--- src/rtl/display_scan_ctrl.sv ---
// Time-multiplexed scan controller for a bank of 7-segment digits that share
// one code-to-segment decoder. It holds one 4-bit code per digit position and
// walks the positions in order. Each position gets a dark BLANK gap and then a
// lit SHOW window. During the window the position's code drives the decoder
// and only that digit is enabled. All outputs come straight from flops.
module display_scan_ctrl #(
    parameter int DIGITS      = 4,  // multiplexed digit positions (2..8)
    parameter int REFRESH_DIV = 4,  // cycles each digit is lit
    parameter int BLANK_CYC   = 1   // dark cycles between digits
) (
    input  logic              clk,
    input  logic              reset,
    input  logic              enable,
    input  logic              wr_en,
    input  logic [2:0]        wr_addr,
    input  logic [3:0]        wr_data,
    output logic              wr_ack,
    output logic [3:0]        code,
    output logic [DIGITS-1:0] digit_en,
    output logic              frame_tick
);

    // One counter serves both BLANK and SHOW, so it is sized for the longer
    // of the two phases. It is cleared on every phase change and never wraps.
    localparam int CNT_MAX = (REFRESH_DIV > BLANK_CYC) ? REFRESH_DIV : BLANK_CYC;
    localparam int CNT_W   = (CNT_MAX > 1) ? $clog2(CNT_MAX) : 1;
    localparam int IDX_W   = $clog2(DIGITS);

    localparam logic [CNT_W-1:0] LAST_BLANK = CNT_W'(BLANK_CYC - 1);
    localparam logic [CNT_W-1:0] LAST_SHOW  = CNT_W'(REFRESH_DIV - 1);
    localparam logic [IDX_W-1:0] LAST_IDX   = IDX_W'(DIGITS - 1);
    localparam logic [3:0]       DIG_LIMIT  = 4'(DIGITS);

    typedef enum logic [1:0] {
        IDLE  = 2'd0,
        BLANK = 2'd1,
        SHOW  = 2'd2
    } state_t;

    state_t             state;
    state_t             nxt_state;
    logic [IDX_W-1:0]   idx;
    logic [IDX_W-1:0]   nxt_idx;
    logic [CNT_W-1:0]   cnt;
    logic [CNT_W-1:0]   nxt_cnt;
    logic               nxt_tick;
    logic [DIGITS-1:0]  nxt_digit_en;
    logic [3:0]         buf_q [DIGITS];
    logic               wr_hit;

    // Writes to positions that do not exist are ignored and are not acknowledged.
    assign wr_hit = wr_en && ({1'b0, wr_addr} < DIG_LIMIT);

    // Code buffer and write acknowledge. These do not depend on the scan state,
    // so a write and a scan transition on the same edge do not interact.
    always_ff @(posedge clk or posedge reset) begin
        if (reset) begin
            for (int i = 0; i < DIGITS; i++) begin
                buf_q[i] <= 4'd0;
            end
            wr_ack <= 1'b0;
        end else begin
            if (wr_hit) begin
                buf_q[wr_addr[IDX_W-1:0]] <= wr_data;
            end
            wr_ack <= wr_hit;
        end
    end

    // Next-state logic. Dropping enable always returns to IDLE at digit 0.
    // A restart therefore begins with a full BLANK before digit 0.
    always_comb begin
        nxt_state = state;
        nxt_idx   = idx;
        nxt_cnt   = cnt;
        nxt_tick  = 1'b0;
        if (!enable) begin
            nxt_state = IDLE;
            nxt_idx   = '0;
            nxt_cnt   = '0;
        end else begin
            case (state)
                IDLE: begin
                    nxt_state = BLANK;
                    nxt_idx   = '0;
                    nxt_cnt   = '0;
                end
                BLANK: begin
                    if (cnt == LAST_BLANK) begin
                        nxt_state = SHOW;
                        nxt_cnt   = '0;
                    end else begin
                        nxt_cnt = cnt + 1'b1;
                    end
                end
                SHOW: begin
                    if (cnt == LAST_SHOW) begin
                        nxt_state = BLANK;
                        nxt_cnt   = '0;
                        if (idx == LAST_IDX) begin
                            nxt_idx  = '0;
                            nxt_tick = 1'b1;
                        end else begin
                            nxt_idx = idx + 1'b1;
                        end
                    end else begin
                        nxt_cnt = cnt + 1'b1;
                    end
                end
                default: begin
                    nxt_state = IDLE;
                    nxt_idx   = '0;
                    nxt_cnt   = '0;
                end
            endcase
        end
    end

    // Digit enable is decoded from the next state, so the registered enable
    // lines up exactly with the state it belongs to. Only SHOW lights a digit.
    always_comb begin
        nxt_digit_en = '0;
        if (nxt_state == SHOW) begin
            nxt_digit_en[nxt_idx] = 1'b1;
        end
    end

    // State register plus the registered scan outputs. The code register
    // samples the buffer entry of the current position every active cycle.
    // A write to the lit digit therefore reaches the decoder one edge after
    // the buffer takes it.
    always_ff @(posedge clk or posedge reset) begin
        if (reset) begin
            state      <= IDLE;
            idx        <= '0;
            cnt        <= '0;
            code       <= 4'd0;
            digit_en   <= '0;
            frame_tick <= 1'b0;
        end else begin
            state      <= nxt_state;
            idx        <= nxt_idx;
            cnt        <= nxt_cnt;
            digit_en   <= nxt_digit_en;
            frame_tick <= nxt_tick;
            code       <= (nxt_state == IDLE) ? 4'd0 : buf_q[idx];
        end
    end

endmodule

--- config.mk ---
export PLATFORM = sky130hd
export DESIGN_NAME = display_scan_ctrl
export DESIGN_NICKNAME = d
export VERILOG_FILES = /design/src/rtl/display_scan_ctrl.sv
export SDC_FILE = /design/constraint.sdc
export NUM_CORES = 1
export LEC_CHECK = 0
export ABC_CLOCK_PERIOD_IN_PS = 1500
export CORE_ASPECT_RATIO = 1.4
export CORE_UTILIZATION = 48
export DETAILED_ROUTE_END_ITERATION = 10
export HOLD_SLACK_MARGIN = 0.12
export PLACE_DENSITY = 0.82
export SETUP_SLACK_MARGIN = 0.15
export SLEW_MARGIN = 20
export SYNTH_ARGS = -nofsm -noshare
export SYNTH_HDL_FRONTEND = slang
export SYNTH_SLANG_ARGS = --single-unit
export TNS_END_PERCENT = 10
--- constraint.sdc ---
create_clock -name clk -period 1.5 [get_ports clk]
set_input_delay 0.3 -clock clk [delete_from_list [all_inputs] [get_ports clk]]
set_output_delay 0.3 -clock clk [all_outputs]
set_load 0.1 [all_outputs]
==> results.toml, run 1 <==
[status]
outcome = "finished, final reports clean"

[die]
design.core.area_um2 = 2960
core.rowCount = 23
io_pins = 21
die_area_um2 = 3430
start_util_pct = 51.8
dieWidth_um = 49.8
die_h_um = 68.9

[synth]
synthArstFlopShare_pct = 100
netlist_area_um2 = 1530
yosysWarnings = 0
synth_top_area_share_pct = 52.2
synth_cells = 111
synth_top_area_cell = "dfrtp_1"
ys.flop_type = "dfrtp_1"
syn-num-nets = 131
synth_cell_type_count = 34
avgSynthCellArea_um2 = 13.8
synthTopCellsByArea = "dfrtp_1 (52%), ha_1 (7.3%), mux2_1 (7.3%), mux4_2 (5.9%), mux2_2 (4.4%)"
synth_edf_count = 0
yosysSeqAreaShare_pct = 52.2
synth-seq-cells = 32

[worst_setup_path]
cp-start-kind = "flop"
r2r_cells = 6
rrSetupSlack_ps = 0.6
cp-end-kind = "flop"
worstReg2RegStart = "cnt[0]"
crit_buf_inv = 1
r2r-end = "code[0]"
critPathMaxStageDelay_ps = 450
crit_slowest_cell = "dfrtp_2"
arrival_ps = 1670
crit_chain = "inv_2, ha_4, and3b_1, o22ai_4, nand4_1, and3_1"
cp.required_ps = 1670
criticalPathCategory = "reg2reg"
crit_family = "simple AND/OR/NAND/NOR gates"
cp_max_fo = 4

[global_routing]
grtUsageTotal_pct = 22.3
antenna_found_initial = 0
gr-total-overflow = 0
grt_pass1_wl_mm = 5.35
grt_max_degree = 33
grt_pass1_vias = 1122

[hold_path]
min_path_type = "in2async"

[timing]
fmax_ghz = 0.667
max_slew_margin_pct = 78.0
setup_viol = 0
timing.final.crit_period_ps = 1500
clock_skew_ps = 5.77
worst_pin_slew_ps = 329
fin_setup_tns_ps = 0
rsz0062_at_grt = "yes"
hold_viol = 0
period_share_pct = 100
report.final.slew_viol_count = 0

[drt]
postRouteAntennaNets = 0
vias = 985
drt-initial-drc-count = 13
first_pass_iters = 4
drc = 0
viasPerCell = 5.24
wire_per_inst_um = 16.9
routed_wl_mm = 3.17

[cts]
cts_hold_buf = 0
clock_sinks = 32
cts_buffers = 5
path_clk_slew_ps = 60
cts_tree = "done"
cts_max_level = 2
cts_buffer_depth = 2
cts_root_buf = "clkbuf_8"
insertion_delay_ps = 280

[placement]
dpl.hpwl_mm = 2.27
gp_congestion = 0.774
dp.cells = 174
postPlaceCellArea_um2 = 1990
portBuffers = 20

[cells_and_area]
final_cells = 188
stdcell_area_um2 = 2210
post-route-util_pct = 74.6
layout-drive-gt1-share_pct = 47.7
antenna_cells = 0
fin_nets = 170
area_growth_pct = 44.2
final_cell_mix = "dfrtp_1 (28), buf_4 (12), buf_12 (11)"
mostFrequentLayoutCell = "dfrtp_1"

[pwr]
p_per_area_nw_per_um2 = 1050
p_leak_nw = 0.996
total_power_mw = 2.32
ir_drop_v = 0.000947

[run]
cap_viol_max_count = 0
==> layer usage <==
metal,wire length [um],GRT usage [%]
met5,0,0
met3,105,5.26
met1,1250,24.2
met4,68,13.6
met2,1750,39.7
==> where the power goes <==
group	internal [mW]	total (mW)	switching, mW
sequential	0.987	1.07	0.0838
clock	0.373	0.665	0.291
combinational	0.274	0.582	0.309
total	1.63	2.32	0.684
==> timing repair <==
| action | 4_1_cts | 5_1_grt |
|---|---|---|
| pin swaps | 12 | 5 |
| resized for setup | 17 | 6 |
| buffers inserted | 5 | 1 |
| gates cloned | 0 | 0 |
| endpoints found under the setup margin | 22 | 20 |
==> registers in the layout (all words and copies together), names as in the netlist <==
register and flops:
buf_q 16, idx 2, frame_tick 1, digit_en 4, cnt 2, code 4
wr_ack 1, state 2
==> cell families (layout without fill, tap and decap cells) <==
| family | Yosys count | in the layout | synth area share [%] |
|---|---|---|---|
| DFF | 32 | 32 | 52.2 |
| and+or+nand+nor | 30 | 30 | 14.5 |
| muxes | 20 | 20 | 17.6 |
| AOI/OAI and AO/OA | 10 | 10 | 5.38 |
| buffers and inverters | 10 | 50 | 2.94 |
| adders and majority gates | 9 | 9 | 7.34 |
==> Yosys cell counts, types with 2 or more instances <==
cell      number
a21oi_1        3
mux2_1        10
mux2_2         6
nand2b_1       2
nor2_2         3
dfrtp_1       32
nor2_1         4
ha_1           9
and3_1         4
nand2_1        3
mux4_2         4
inv_1          9
==> metrics by stage <==
stage | worst slack (ps) | hold slack, ps
floorplan | 121 | 371
global placement | -193 | 468
detailed placement | -228 | 483
CTS | -11.2 | 357
global route | -88.4 | 367
finish | 0.589 | 352
==> tightest hold or removal path, delay by kind of cell <==
kind / cells / cell delay (ps)
buffers and inverters: 3 / 690
==> cell type report <==
class | instances | area, um2
Timing Repair Buffer | 33 | 409
Fill cell | 180 | 752
Inverter | 9 | 38.8
Clock buffer | 8 | 90.1
Multi-Input combinational cell | 69 | 822
Tap cell | 37 | 46.3
Sequential cell | 32 | 806
==> worst max-delay path by stage <==
stage	startpoint	endpoint	slack, ps	cells after the start
after floorplan	state[1]	code[0]	120	6
after global placement	wr_en	buf_q[14]	-190	4
after detailed placement	wr_addr[2]	buf_q[12]	-230	4
after CTS	state[1]	code[0]	-10	6
after global routing	state[1]	code[0]	-90	6
final	cnt[0]	code[0]	0.6	6
Power figures use the tool's default switching activity.
==> run 2: changes to the inputs <==
- REMOVE_ABC_BUFFERS: default -> 1
==> run 2 against run 1 <==
Effect of this change: the run now ends with setup timing left; design area decreased by 2.3%; fmax decreased by 4.4%; non-clock buffer count increased by 2; flip-flop and latch count unchanged; global-route usage decreased by 1.6 points; sequential share of layout area increased by 0.63 points; hold slack about the same; setup slack got worse by 69 ps; critical path depth unchanged; core utilization decreased by 1.7 points; first-iteration DRC count increased by 15%; largest power group unchanged.
==> results.toml, run 2 (synthesized netlist as in run 1, its figures left out) <==
[placement]
gp_congestion = 0.758
portBuffers = 20
dp.cells = 177
dpl.hpwl_mm = 2.25

[worst_setup_path]
worstReg2RegStart = "cnt[0]"
arrival_ps = 1740
cp_max_fo = 4
r2r-end = "code[3]"
cp-end-kind = "flop"
rrSetupSlack_ps = -70
cp-start-kind = "flop"
criticalPathCategory = "reg2reg"
r2r_cells = 6
cp.required_ps = 1680

[drt]
viasPerCell = 5.27
drt-initial-drc-count = 15
vias = 1002
drc = 0
wire_per_inst_um = 15.8
first_pass_iters = 4
postRouteAntennaNets = 0
routed_wl_mm = 3.01

[status]
outcome = "finished with violations"
violations = "setup timing"

[timing]
fin_ws_ps = -68.6
timing.final.crit_period_ps = 1570
report.final.slew_viol_count = 0
clock_skew_ps = 8.11
fmax_ghz = 0.638
worst_pin_slew_ps = 383
hold_viol = 0
max_slew_margin_pct = 74.4
setup_viol = 5
period_share_pct = 105
rsz0062_at_grt = "yes"

[global_routing]
gr-total-overflow = 0
grtUsageTotal_pct = 20.7
grt_pass1_wl_mm = 4.95
grt_pass1_vias = 1014
antenna_found_initial = 0
grt_max_degree = 33

[hold_path]
hold_path_end = "wr_ack"
whs_path_depth = 2
min_path_type = "in2reg"
hp-start = "wr_addr[2]"

[cells_and_area]
fin_nets = 172
mostFrequentLayoutCell = "dfrtp_1"
final_cells = 190
n_fill_cell = 196
layout-drive-gt1-share_pct = 46.4
largest_register_ffs = 16
area_growth_pct = 40.9
final_cell_mix = "dfrtp_1 (32), buf_4 (15), buf_12 (10)"
post-route-util_pct = 72.9
top_regs = "buf_q: 16 flops, code: 4 flops, digit_en: 4 flops"
top_register = "buf_q"
antenna_cells = 0

[pwr]
p_per_area_nw_per_um2 = 1070
total_power_mw = 2.31
p_leak_nw = 0.993
ir_drop_v = 0.000813

[die]
die_area_um2 = 3430
start_util_pct = 51.8
die_h_um = 68.9
io_pins = 21
dieWidth_um = 49.8
core.rowCount = 23
design.core.area_um2 = 2960

[cts]
path_clk_slew_ps = 60
insertion_delay_ps = 280
cts_tree = "done"
cts_buffers = 5
cts_max_level = 2
cts_buffer_depth = 2
cts_hold_buf = 0
cts_root_buf = "clkbuf_8"
clock_sinks = 32

[run]
cap_viol_max_count = 0
[run 2: changes by cell type in the layout (fill, tap and decap cells not counted), sizes merged]
cell  before  now
buf       23   25
[run 2: final cells by class]
cell class	instances	area (um2)	share of cell area, %
sequential	32	801	37.1
multi-input combinational	69	778	36.0
timing repair buffer	35	412	19.1
clock buffer	8	90.1	4.17
tap	37	46.3	2.14
inverter	9	33.8	1.56
[run 2: metal layers]
layer  share of wire, %  global-route usage, %  wire length, um  up-vias
met2                 54                   35.0             1610       22
li1                   -                      -                -      474
met1                 40                   24.1             1210      499
met3                3.7                   5.26              111        7
met4                2.5                   11.8               74        0
met5                  0                      0                0        -
[run 2: what timing repair did]
| action | CTS | global route |
|---|---|---|
| endpoints found under the setup margin | 22 | 19 |
| resized for setup | 21 | 4 |
| buffers inserted | 4 | 1 |
| pin swaps | 9 | 8 |
[run 2: worst max-delay path: stages, from the launching register on]
cell and delay, ps:
dfrtp_1 430, inv_2 90, ha_4 140, and3b_1 180
o22ai_2 190, nand4_1 210, and3_1 230
[run 2: how the worst max path moves through the flow]
stage	from	to	slack (ps)	depth (start not counted)
finish	cnt[0]	code[3]	-70	6
global route	cnt[0]	code[3]	-170	6
CTS	cnt[0]	code[1]	-20	6
floorplan	state[1]	code[0]	40	6
global placement	wr_en	buf_q[7]	-170	5
detailed placement	wr_en	buf_q[14]	-240	4
[run 2: per-stage QoR]
stage | hold slack (ps) | setup WS, ps | cell area, um2 | setup TNS [ps]
2_1_floorplan | 371 | 40.2 | 1520 | 0
3_3_place_gp | 465 | -168 | 1940 | -2440
3_5_place_dp | 483 | -243 | 1940 | -3710
4_1_cts | 346 | -17.1 | 2150 | -28.0
5_1_grt | 361 | -167 | 2160 | -859
6_report | 352 | -68.6 | 2160 | -253
[run 2: power by group]
| group | total (mW) | leakage [nW] | switching (mW) | internal [mW] |
|---|---|---|---|---|
| sequential | 1.07 | 0.410 | 0.0835 | 0.985 |
| clock | 0.664 | 0.0455 | 0.291 | 0.373 |
| combinational | 0.576 | 0.538 | 0.301 | 0.275 |
==> run 3: changes to the inputs <==
- CORE_MARGIN: default -> 5
==> run 3 against run 2 <==
Effect of this change: the run still ends with setup timing left; clock skew down 4.2 ps; flip-flop and latch count unchanged; wire length up 2.4%; global-route usage down 4.6 points; final cell count up 0.53%; sequential share of layout area up 0.25 points; total power down 3.4%.
==> results.toml, run 3 (synthesized netlist as in run 1, its figures left out) <==
[cts]
cts_buffer_depth = 2
cts_tree = "done"
insertion_delay_ps = 280
cts_max_level = 2
cts_buffers = 5
cts_root_buf = "clkbuf_8"
clock_sinks = 32
path_clk_slew_ps = 60

[cells_and_area]
fin_nets = 172
multi_input_area_um2 = 782
area_growth_pct = 40.4
layout-drive-gt1-share_pct = 45.4
seqCellArea_um2 = 803
mostFrequentLayoutCell = "dfrtp_1"
n_fill_cell = 215
antenna_cells = 0
top_regs = "buf_q: 16 flops, code: 4 flops, digit_en: 4 flops"
top_register = "buf_q"
largest_register_ffs = 16
final_cell_mix = "dfrtp_1 (30), buf_4 (15), mux2_1 (10), buf_12 (10), inv_1 (7)"

[status]
violations = "setup timing"
outcome = "finished with violations"

[timing]
worst_pin_slew_ps = 386
hold_viol = 0
fin_setup_tns_ps = -329
report.final.slew_viol_count = 0
setup_viol = 6
timing.final.crit_period_ps = 1580
hold_slack_ps = 354
max_slew_margin_pct = 74.3
fin_ws_ps = -78.9
rsz0062_at_grt = "yes"
fmax_ghz = 0.633
period_share_pct = 105
clock_skew_ps = 3.93

[drt]
met1_length_mm = 1.15
vias = 1012
drt-initial-drc-count = 17
wl_met2_mm = 1.74
met3WireLength_um = 132
top_layer = "met4"
drc = 0
first_pass_iters = 4
postRouteAntennaNets = 0
routed_wl_mm = 3.08
viasPerCell = 5.30
wire_per_inst_um = 16.1

[worst_setup_path]
criticalPathCategory = "reg2reg"
cp-end-kind = "flop"
cp_max_fo = 4
crit_slowest_cell = "dfrtp_2"
critPathMaxStageDelay_ps = 450
cp.required_ps = 1670
crit_buf_inv = 1
crit_chain = "inv_2, ha_4, and3b_2, o22ai_4, nand4_1, and3_1"
crit_family = "simple AND/OR/NAND/NOR gates"
cp-start-kind = "flop"
arrival_ps = 1750

[hold_path]
min_path_type = "in2reg"

[pwr]
p_leak_nw = 0.961
p_per_area_nw_per_um2 = 1040
ir_drop_v = 0.000856

[placement]
portBuffers = 20
gp_congestion = 0.739
dpl.hpwl_mm = 2.19

[run]
cap_viol_max_count = 0

[global_routing]
antenna_found_initial = 0
grtUsageTotal_pct = 16.1
grt_pass1_wl_mm = 5.50
gr-total-overflow = 0
grt_max_degree = 33
grt_pass1_vias = 1159

[die]
io_pins = 21
core.rowCount = 24
design.core.area_um2 = 3090
start_util_pct = 49.6
die_area_um2 = 4440
dieWidth_um = 57.8
die_h_um = 76.9
-- run 3: metrics by stage --
stage          utilization [%]  total power [mW]  cell area, um2  setup slack (ps)  instances
5_1_grt                   69.6              2.35            2150              -137        191
3_3_place_gp              62.7              1.58            1940              -180        178
2_1_floorplan                -              1.38            1520              40.2        110
6_report                  69.6              2.23            2150             -78.9        191
4_1_cts                   67.9              2.25            2100             -22.8        189
3_5_place_dp              62.7              1.60            1940              -245        178
-- run 3: repair_timing --
action,in CTS,in global routing
hold buffers,0,0
gates resized for setup,16,8
buffers inserted,4,2
pin swaps,8,6
setup endpoints to repair,22,12
-- run 3: power breakdown --
group          internal, mW  switching (mW)  total (mW)
Combinational         0.269           0.302       0.570
Clock                 0.314           0.289       0.603
Sequential            0.985          0.0717        1.06
-- run 3: worst paths after layout --
kind | from | end | slack (ps) | depth (start not counted)
worst max register to register | cnt[1] | code[2] | -80 | 6
min in group asynchronous | reset | state[0] | 400 | 3
max in group asynchronous | reset | cnt[0] | 800 | 3
worst min-delay path | wr_addr[2] | wr_ack | 350 | 2
worst max-delay path | cnt[1] | code[2] | -80 | 6
worst min register to register | buf_q[5] | buf_q[5] | 490 | 1
-- run 3: per-layer routing --
| metal | global-route usage, % | vias to the layer above |
|---|---|---|
| li1 | - | 471 |
| met1 | 17.9 | 511 |
| met2 | 27.8 | 24 |
| met4 | 5.57 | 0 |
| met5 | 0 | - |
| met3 | 5.55 | 6 |
-- run 3: area by class of cell --
| type | count | area share (%) |
|---|---|---|
| well taps | 39 | 2.27 |
| inverters | 9 | 1.57 |
| multi-input cells | 69 | 36.3 |
| clock buffers | 6 | 3.37 |
| clock inverters | 1 | 0.232 |
| flip-flops and latches | 32 | 37.3 |
| repair buffers | 35 | 18.9 |
-- run 3: worst reg2reg max path, delay by kind of cell, from the launching register on --
kind	cells	cell delay, ps
buffers and inverters	1	80
DFF	1	450
and+or+nand+nor	3	620
adders and majority gates	1	120
AOI/OAI and AO/OA	1	190
